==> src/rtl/fetch_pkg.sv <==
// fetch_pkg: types and constants shared by the instruction fetch stage and
// the downstream controller/decoder.
//   fetch_state_t : fetch FSM state encoding
//   OPCODE_W      : width of the opcode field at the top of each instruction
//   OPC_PFX_*     : top two opcode bits that select the instruction class
package fetch_pkg;

  typedef enum logic {
    S_REQ  = 1'b0,
    S_HOLD = 1'b1
  } fetch_state_t;

  localparam int OPCODE_W = 6;

  // The controller classifies instructions by the two MSBs of the opcode.
  localparam int         OPC_PFX_W   = 2;
  localparam logic [1:0] OPC_PFX_REG = 2'b00;
  localparam logic [1:0] OPC_PFX_IMM = 2'b01;

endpackage

==> src/rtl/instr_fetch.sv <==
// instr_fetch: owns the program counter, fetches one word at a time from
// instruction memory over a req/ack handshake, holds it in an output register
// for decode (valid/ready), and squashes stale fetches on branch redirects.
//
// Ports:
//   clk, rst                 clock, asynchronous active-high reset
//   imem_req, imem_addr      request to instruction memory (registered)
//   imem_ack, imem_rdata     response strobe and same-cycle data
//   br_valid, br_target      single-cycle redirect from execute
//   instr_valid, instr_ready decode handshake
//   instr_out, opcode        held instruction word and its opcode slice
//   pc_out                   address instr_out was fetched from
//
// state  | meaning
// S_REQ  | request to memory outstanding (or being launched out of reset)
// S_HOLD | fetched word presented to decode, waiting for ready
module instr_fetch
  import fetch_pkg::*;
#(
  parameter int                ADDR_W   = 12,
  parameter int                INSTR_W  = 19,
  parameter logic [ADDR_W-1:0] RESET_PC = '0
) (
  input  logic                clk,
  input  logic                rst,
  output logic                imem_req,
  output logic [ADDR_W-1:0]   imem_addr,
  input  logic                imem_ack,
  input  logic [INSTR_W-1:0]  imem_rdata,
  input  logic                br_valid,
  input  logic [ADDR_W-1:0]   br_target,
  output logic                instr_valid,
  input  logic                instr_ready,
  output logic [INSTR_W-1:0]  instr_out,
  output logic [OPCODE_W-1:0] opcode,
  output logic [ADDR_W-1:0]   pc_out
);

  fetch_state_t       state_q, state_d;
  logic [ADDR_W-1:0]  pc_q, pc_d;
  logic [ADDR_W-1:0]  addr_q, addr_d;
  logic [ADDR_W-1:0]  pc_out_q, pc_out_d;
  logic [INSTR_W-1:0] instr_q, instr_d;
  logic               req_q, req_d;
  logic               discard_q, discard_d;
  logic               valid_q, valid_d;
  logic [ADDR_W-1:0]  fetch_pc;

  // Address of the next fresh request: a redirect this cycle wins over pc.
  assign fetch_pc = br_valid ? br_target : pc_q;

  always_comb begin
    state_d   = state_q;
    pc_d      = pc_q;
    addr_d    = addr_q;
    pc_out_d  = pc_out_q;
    instr_d   = instr_q;
    req_d     = req_q;
    discard_d = discard_q;
    valid_d   = valid_q;

    if (br_valid) begin
      pc_d    = br_target;
      valid_d = 1'b0;
    end

    unique case (state_q)
      S_REQ: begin
        if (!req_q) begin
          // Only reachable right after reset: launch the first request.
          req_d  = 1'b1;
          addr_d = fetch_pc;
        end else if (imem_ack) begin
          if (br_valid || discard_q) begin
            // Response belongs to a squashed path; drop it and refetch.
            discard_d = 1'b0;
            addr_d    = fetch_pc;
          end else begin
            instr_d  = imem_rdata;
            pc_out_d = pc_q;
            valid_d  = 1'b1;
            pc_d     = pc_q + ADDR_W'(1);
            req_d    = 1'b0;
            state_d  = S_HOLD;
          end
        end else if (br_valid) begin
          // The in-flight request cannot be withdrawn; mark its data stale.
          discard_d = 1'b1;
        end
      end
      S_HOLD: begin
        if (br_valid || (valid_q && instr_ready)) begin
          valid_d = 1'b0;
          req_d   = 1'b1;
          addr_d  = fetch_pc;
          state_d = S_REQ;
        end
      end
      default: state_d = S_REQ;
    endcase
  end

  always_ff @(posedge clk or posedge rst) begin
    if (rst) begin
      state_q   <= S_REQ;
      pc_q      <= RESET_PC;
      addr_q    <= RESET_PC;
      pc_out_q  <= '0;
      instr_q   <= '0;
      req_q     <= 1'b0;
      discard_q <= 1'b0;
      valid_q   <= 1'b0;
    end else begin
      state_q   <= state_d;
      pc_q      <= pc_d;
      addr_q    <= addr_d;
      pc_out_q  <= pc_out_d;
      instr_q   <= instr_d;
      req_q     <= req_d;
      discard_q <= discard_d;
      valid_q   <= valid_d;
    end
  end

  assign imem_req    = req_q;
  assign imem_addr   = addr_q;
  assign instr_valid = valid_q;
  assign instr_out   = instr_q;
  assign pc_out      = pc_out_q;
  assign opcode      = instr_q[INSTR_W-1 -: OPCODE_W];

endmodule

==> config.mk <==
export PLATFORM = sky130hd
export DESIGN_NAME = instr_fetch
export DESIGN_NICKNAME = d
export VERILOG_FILES = /design/src/rtl/fetch_pkg.sv /design/src/rtl/instr_fetch.sv
export SDC_FILE = /design/constraint.sdc
export NUM_CORES = 1
export LEC_CHECK = 0
export CAP_MARGIN = 20
export CORE_ASPECT_RATIO = 0.5
export CORE_MARGIN = 8
export CORE_UTILIZATION = 28
export CTS_CLUSTER_DIAMETER = 30
export CTS_CLUSTER_SIZE = 16
export DETAILED_ROUTE_END_ITERATION = 10
export HOLD_SLACK_MARGIN = 0.05
export PLACE_DENSITY = 0.55
export SLEW_MARGIN = 20
export SYNTH_ARGS = -nofsm -noshare
export SYNTH_HDL_FRONTEND = slang
export SYNTH_SLANG_ARGS = --single-unit
==> constraint.sdc <==
create_clock -name clk -period 2.15 [get_ports clk]
set_input_delay 0.43 -clock clk [delete_from_list [all_inputs] [get_ports clk]]
set_output_delay 0.43 -clock clk [all_outputs]
set_load 0.02 [all_outputs]
==> flow_results.org <==
** Clock network
- Setup bufs post-CTS :: 0
- TritonCTS built the clock tree.
- CTS Buffer Depth :: 2
- CTS built an H-tree with a depth of 3.
- Gates resized, CTS repair :: 0
- The number of clock buffers added by TritonCTS is 9.
- For this design, the CTS-stage hold fixing added 0 buffers.
- For the worst-skew pair, the clock arrives at the later sink with an insertion delay of 0.33 ns.
- Clock sinks :: 59
- After clock tree synthesis, the clock-pin slew on the worst setup and hold paths is 0.05 ns.
- The cell sitting at the root of the clock tree is a sky130_fd_sc_hd__clkbuf_16.

** Setup path
- Data arrives at the worst endpoint at 2.14 ns.
- CP max stage cell :: sky130_fd_sc_hd__clkdlybuf4s50_1
- For flop-to-flop paths, the worst setup slack is 0.44 ns.
- Cell chain of the critical path :: clkdlybuf4s50_1 -> nor4b_4 -> buf_4 -> and2_1 -> buf_4 -> nand2_1 -> nand2_1
- Critical path class :: in -> reg
- WP buf/inv :: 3
- Of all nets on the critical path, the largest fanout is 20.
- Setup crit start kind :: input port
- STA puts the critical path data required time at 2.41 ns.
- In this design, the stage delay of the slowest critical-path cell is 0.46 ns.
- The worst setup path is captured at a flip-flop.
- Category of cells accounting for the largest share of critical-path delay :: buffers and inverters

** Timing
- The final max-slew violation count is 0.
- Setup repair after global routing left no endpoint under its margin.
- Derived from the worst setup path, the maximum achievable clock frequency is 532 MHz.
- Number of endpoints failing setup at the final stage :: 0
- Clock period minus worst slack :: 1.88 ns
- Hold violation count in the final report :: 0
- The clock arrives with 0.00936 ns of skew.
- Worst rel slew slack :: 65.3%
- Pin slew with the least headroom to its limit :: 0.520 ns
- In the finished design, the share of the clock period the worst path needs comes to 87.4%.
- Final setup TNS :: 0 ns

** Logic synthesis
- After synthesis, the cell types taking the most area are sky130_fd_sc_hd__dfrtp_1 (56%), sky130_fd_sc_hd__nand2_1 (9.3%), sky130_fd_sc_hd__mux2i_1 (5.3%), sky130_fd_sc_hd__mux2_2 (4.7%), sky130_fd_sc_hd__nor2_1 (3.3%).
- Among all flip-flop cells after synthesis, the most frequent one is sky130_fd_sc_hd__dfrtp_1.
- The top cell type by area accounts for 56.2% of the synthesized area.
- The synthesized design spends more area on one cell type than any other, namely sky130_fd_sc_hd__dfrtp_1.
- Synthesis instantiated 36 different standard cells from the library.
- Flip-flop and latch count after synthesis :: 59
- Sequential share of the synthesized area :: 56.2%
- Synthesized area :: 2630 µm²
- Post-Syn Area per Cell :: 10.1 µm²
- Post-synth EDFFs :: 0
- The number of nets in the synthesized netlist is 297.
- Warnings from Yosys :: 0
- Number of instances in the synthesized netlist :: 260
- For this run, asynchronously set or reset flops after synthesis account for 100%.

** Final layout
- Post-synthesis to final-layout area growth :: 49.2%
- Post-route insts no fill :: 476
- 0 antenna diodes ended up in the layout.
- After the last flow step, the layout net total stands at 387.
- Fraction of layout instances using a drive strength above 1 :: 12.1%

** Drt
- Number of DRC markers in iteration 0 :: 100
- Post-detailed-route DRC marker count :: 0
- The final layout contains routed wiring with a total length of 7.26 mm.
- Wirelength per Cell :: 15.2 µm
- Mean number of vias per cell :: 4.61
- In this run the remaining antenna-violating nets after routing total 0.
- Detailed routing inserted a total of 2194 vias.
- Before antenna repair, the detailed router went through 4 iterations.

** Power and ir drop
- NetSw :: 0.00197 W
- The share of total power dissipated in combinational logic is 42.5%.
- Sequential cells burn 33.7% of the power.
- In this run the static leakage power is 1.77 nW.
- Total chip power :: 0.00550 W
- In this run, the clock network consumes 23.9% of the power.
- Max rail drop VDD :: 411 µV
- Total power density per cell area :: 1400 nW/µm²
- Internal power consumption :: 0.00353 W
- Net switching is 35.7% of the power.

** Placement
- Global placement routability congestion :: 0.750
- The number of placed instances, taps included, is 460.
- Detailed placement ended at an HPWL of 5.32 mm.
- Number of input and output port buffers inserted :: 86

** Global routing
- Global routing finished with a remaining overflow of 0.
- Global-route wire length before repair :: 11.9 mm
- Number of global-route vias before repair :: 2272
- Number of antenna violations at the first check in global routing :: 0
- Entering global routing, the biggest net connects 26 pins.
- Global routing used 11.6% of the available tracks across all layers.

** Floorplan
- X dimension of the die :: 153 µm
- Starting utilization of the core area :: 28.3%
- The floorplan has 25 rows.
- Measured along the y axis, the die boundary spans 84.5 µm.
- The floorplan step defined a die boundary enclosing 12900 µm².
- 87 I/O pins were placed.
- Core area :: 9290 µm²

** Hold path
- Worst hold-check path type :: in -> async

** Outcome
- The flow ran to the end, and the final reports show no timing, DRC or antenna violations.

** Job
- Across the run, the number of max-cap violations was 0.
-- routing by layer --
layer  GRT usage [%]  share of wire [%]  wire, µm  vias to the layer above
met3            4.61                5.5       399                        6
li1                -                  -         -                     1051
met2            19.5                 50      3640                       54
met4            4.55               0.81        59                        0
met1            13.0                 43      3150                     1083
met5               0                  0         0                        -
-- synth_stat cells, drive strengths merged (3+ instances only) --
cell type	instances
nand2	66
dfrtp	59
nor2	23
a21oi	16
buf	15
mux2i	14
mux2	12
inv	9
nand3	8
clkbuf	5
a221oi	3
and3	3
nor4	3
-- worst register-to-register path, delay by kind of cell, from the launching register on --
kind / cells / cell delay [ns]
and+or+nand+nor: 4 / 0.73
buffers and inverters: 2 / 0.48
DFF: 1 / 0.42
-- cells in the final DEF (no fill, tap or decap), types with 2 or more instances in the layout --
master,count
sky130_fd_sc_hd__nor3_1,2
sky130_fd_sc_hd__clkdlybuf4s50_1,86
sky130_fd_sc_hd__mux2_2,11
sky130_fd_sc_hd__and3_1,3
sky130_fd_sc_hd__buf_4,11
sky130_fd_sc_hd__nand2_1,65
sky130_fd_sc_hd__clkinv_2,2
sky130_fd_sc_hd__nand4_1,2
sky130_fd_sc_hd__clkbuf_8,2
sky130_fd_sc_hd__nand3_1,8
sky130_fd_sc_hd__clkbuf_1,3
sky130_fd_sc_hd__inv_1,8
sky130_fd_sc_hd__a221oi_1,3
sky130_fd_sc_hd__a21oi_1,16
sky130_fd_sc_hd__a311oi_1,2
sky130_fd_sc_hd__clkbuf_16,9
sky130_fd_sc_hd__o21bai_1,2
sky130_fd_sc_hd__mux2i_1,14
sky130_fd_sc_hd__nor4_1,2
sky130_fd_sc_hd__a21boi_0,2
sky130_fd_sc_hd__dfrtp_1,59
sky130_fd_sc_hd__o21ai_0,2
sky130_fd_sc_hd__buf_12,2
sky130_fd_sc_hd__nor2_1,23
-- area by class of cell --
class,count,area (µm²)
Sequential cell,59,1480
Fill cell,881,5370
Clock inverter,2,10.0
Tap cell,121,151
Clock buffer,14,264
Multi-Input combinational cell,172,1000
Timing Repair Buffer,99,983
Inverter,9,33.8
-- logic make-up (layout without fill, tap and decap cells) --
logic type / count (synthesis) / count (layout) / share of synthesized area (%)
buf+inv: 29 / 124 / 5.67
mux: 26 / 26 / 10.5
simple gates: 110 / 110 / 18.2
compound gates: 35 / 35 / 8.95
flops: 59 / 59 / 56.2
fa+ha+maj: 1 / 1 / 0.476
-- power groups by stage --
stage / logic, W / clock network, W / registers, W
after floorplan: 0.000745 / 0 / 0.00232
after global placement: 0.00235 / 0 / 0.00185
after detailed placement: 0.00236 / 0 / 0.00187
after CTS: 0.00237 / 0.00136 / 0.00186
after global routing: 0.00250 / 0.00141 / 0.00191
final: 0.00234 / 0.00131 / 0.00185
-- final timing paths --
path                                           start                        end  cells past startpoint
max                                         br_valid   instr_out[7]$_DFFE_PP0P_                      7
min                                              rst  instr_out[17]$_DFFE_PP0P_                      2
min in group clk           instr_out[11]$_DFFE_PP0P_  instr_out[11]$_DFFE_PP0P_                      2
max in group asynchronous                        rst      pc_out[6]$_DFFE_PP0P_                      3
min reg2reg                instr_out[11]$_DFFE_PP0P_  instr_out[11]$_DFFE_PP0P_                      2
max reg2reg                    discard_q$_DFFE_PP0P_   instr_out[7]$_DFFE_PP0P_                      6
-- stage by stage --
step	hold WS (ns)	setup WS (ns)	cell area [µm²]	util, %
6_report	0.462	0.272	3920	42.2
5_1_grt	0.495	0.165	3920	42.2
4_1_cts	0.474	0.278	3920	42.2
3_5_place_dp	0.465	-0.0582	3650	39.3
3_3_place_gp	0.459	-0.00487	3650	39.3
2_1_floorplan	0.490	0.264	2630	-
-- flip-flops by register name (all words and copies together) (netlist names) --
signal       flops
instr_valid      1
state_q          1
pc_out          12
imem_req         1
pc_q            12
imem_addr       12
discard_q        1
instr_out       19
(Power assumes the default switching activity.)
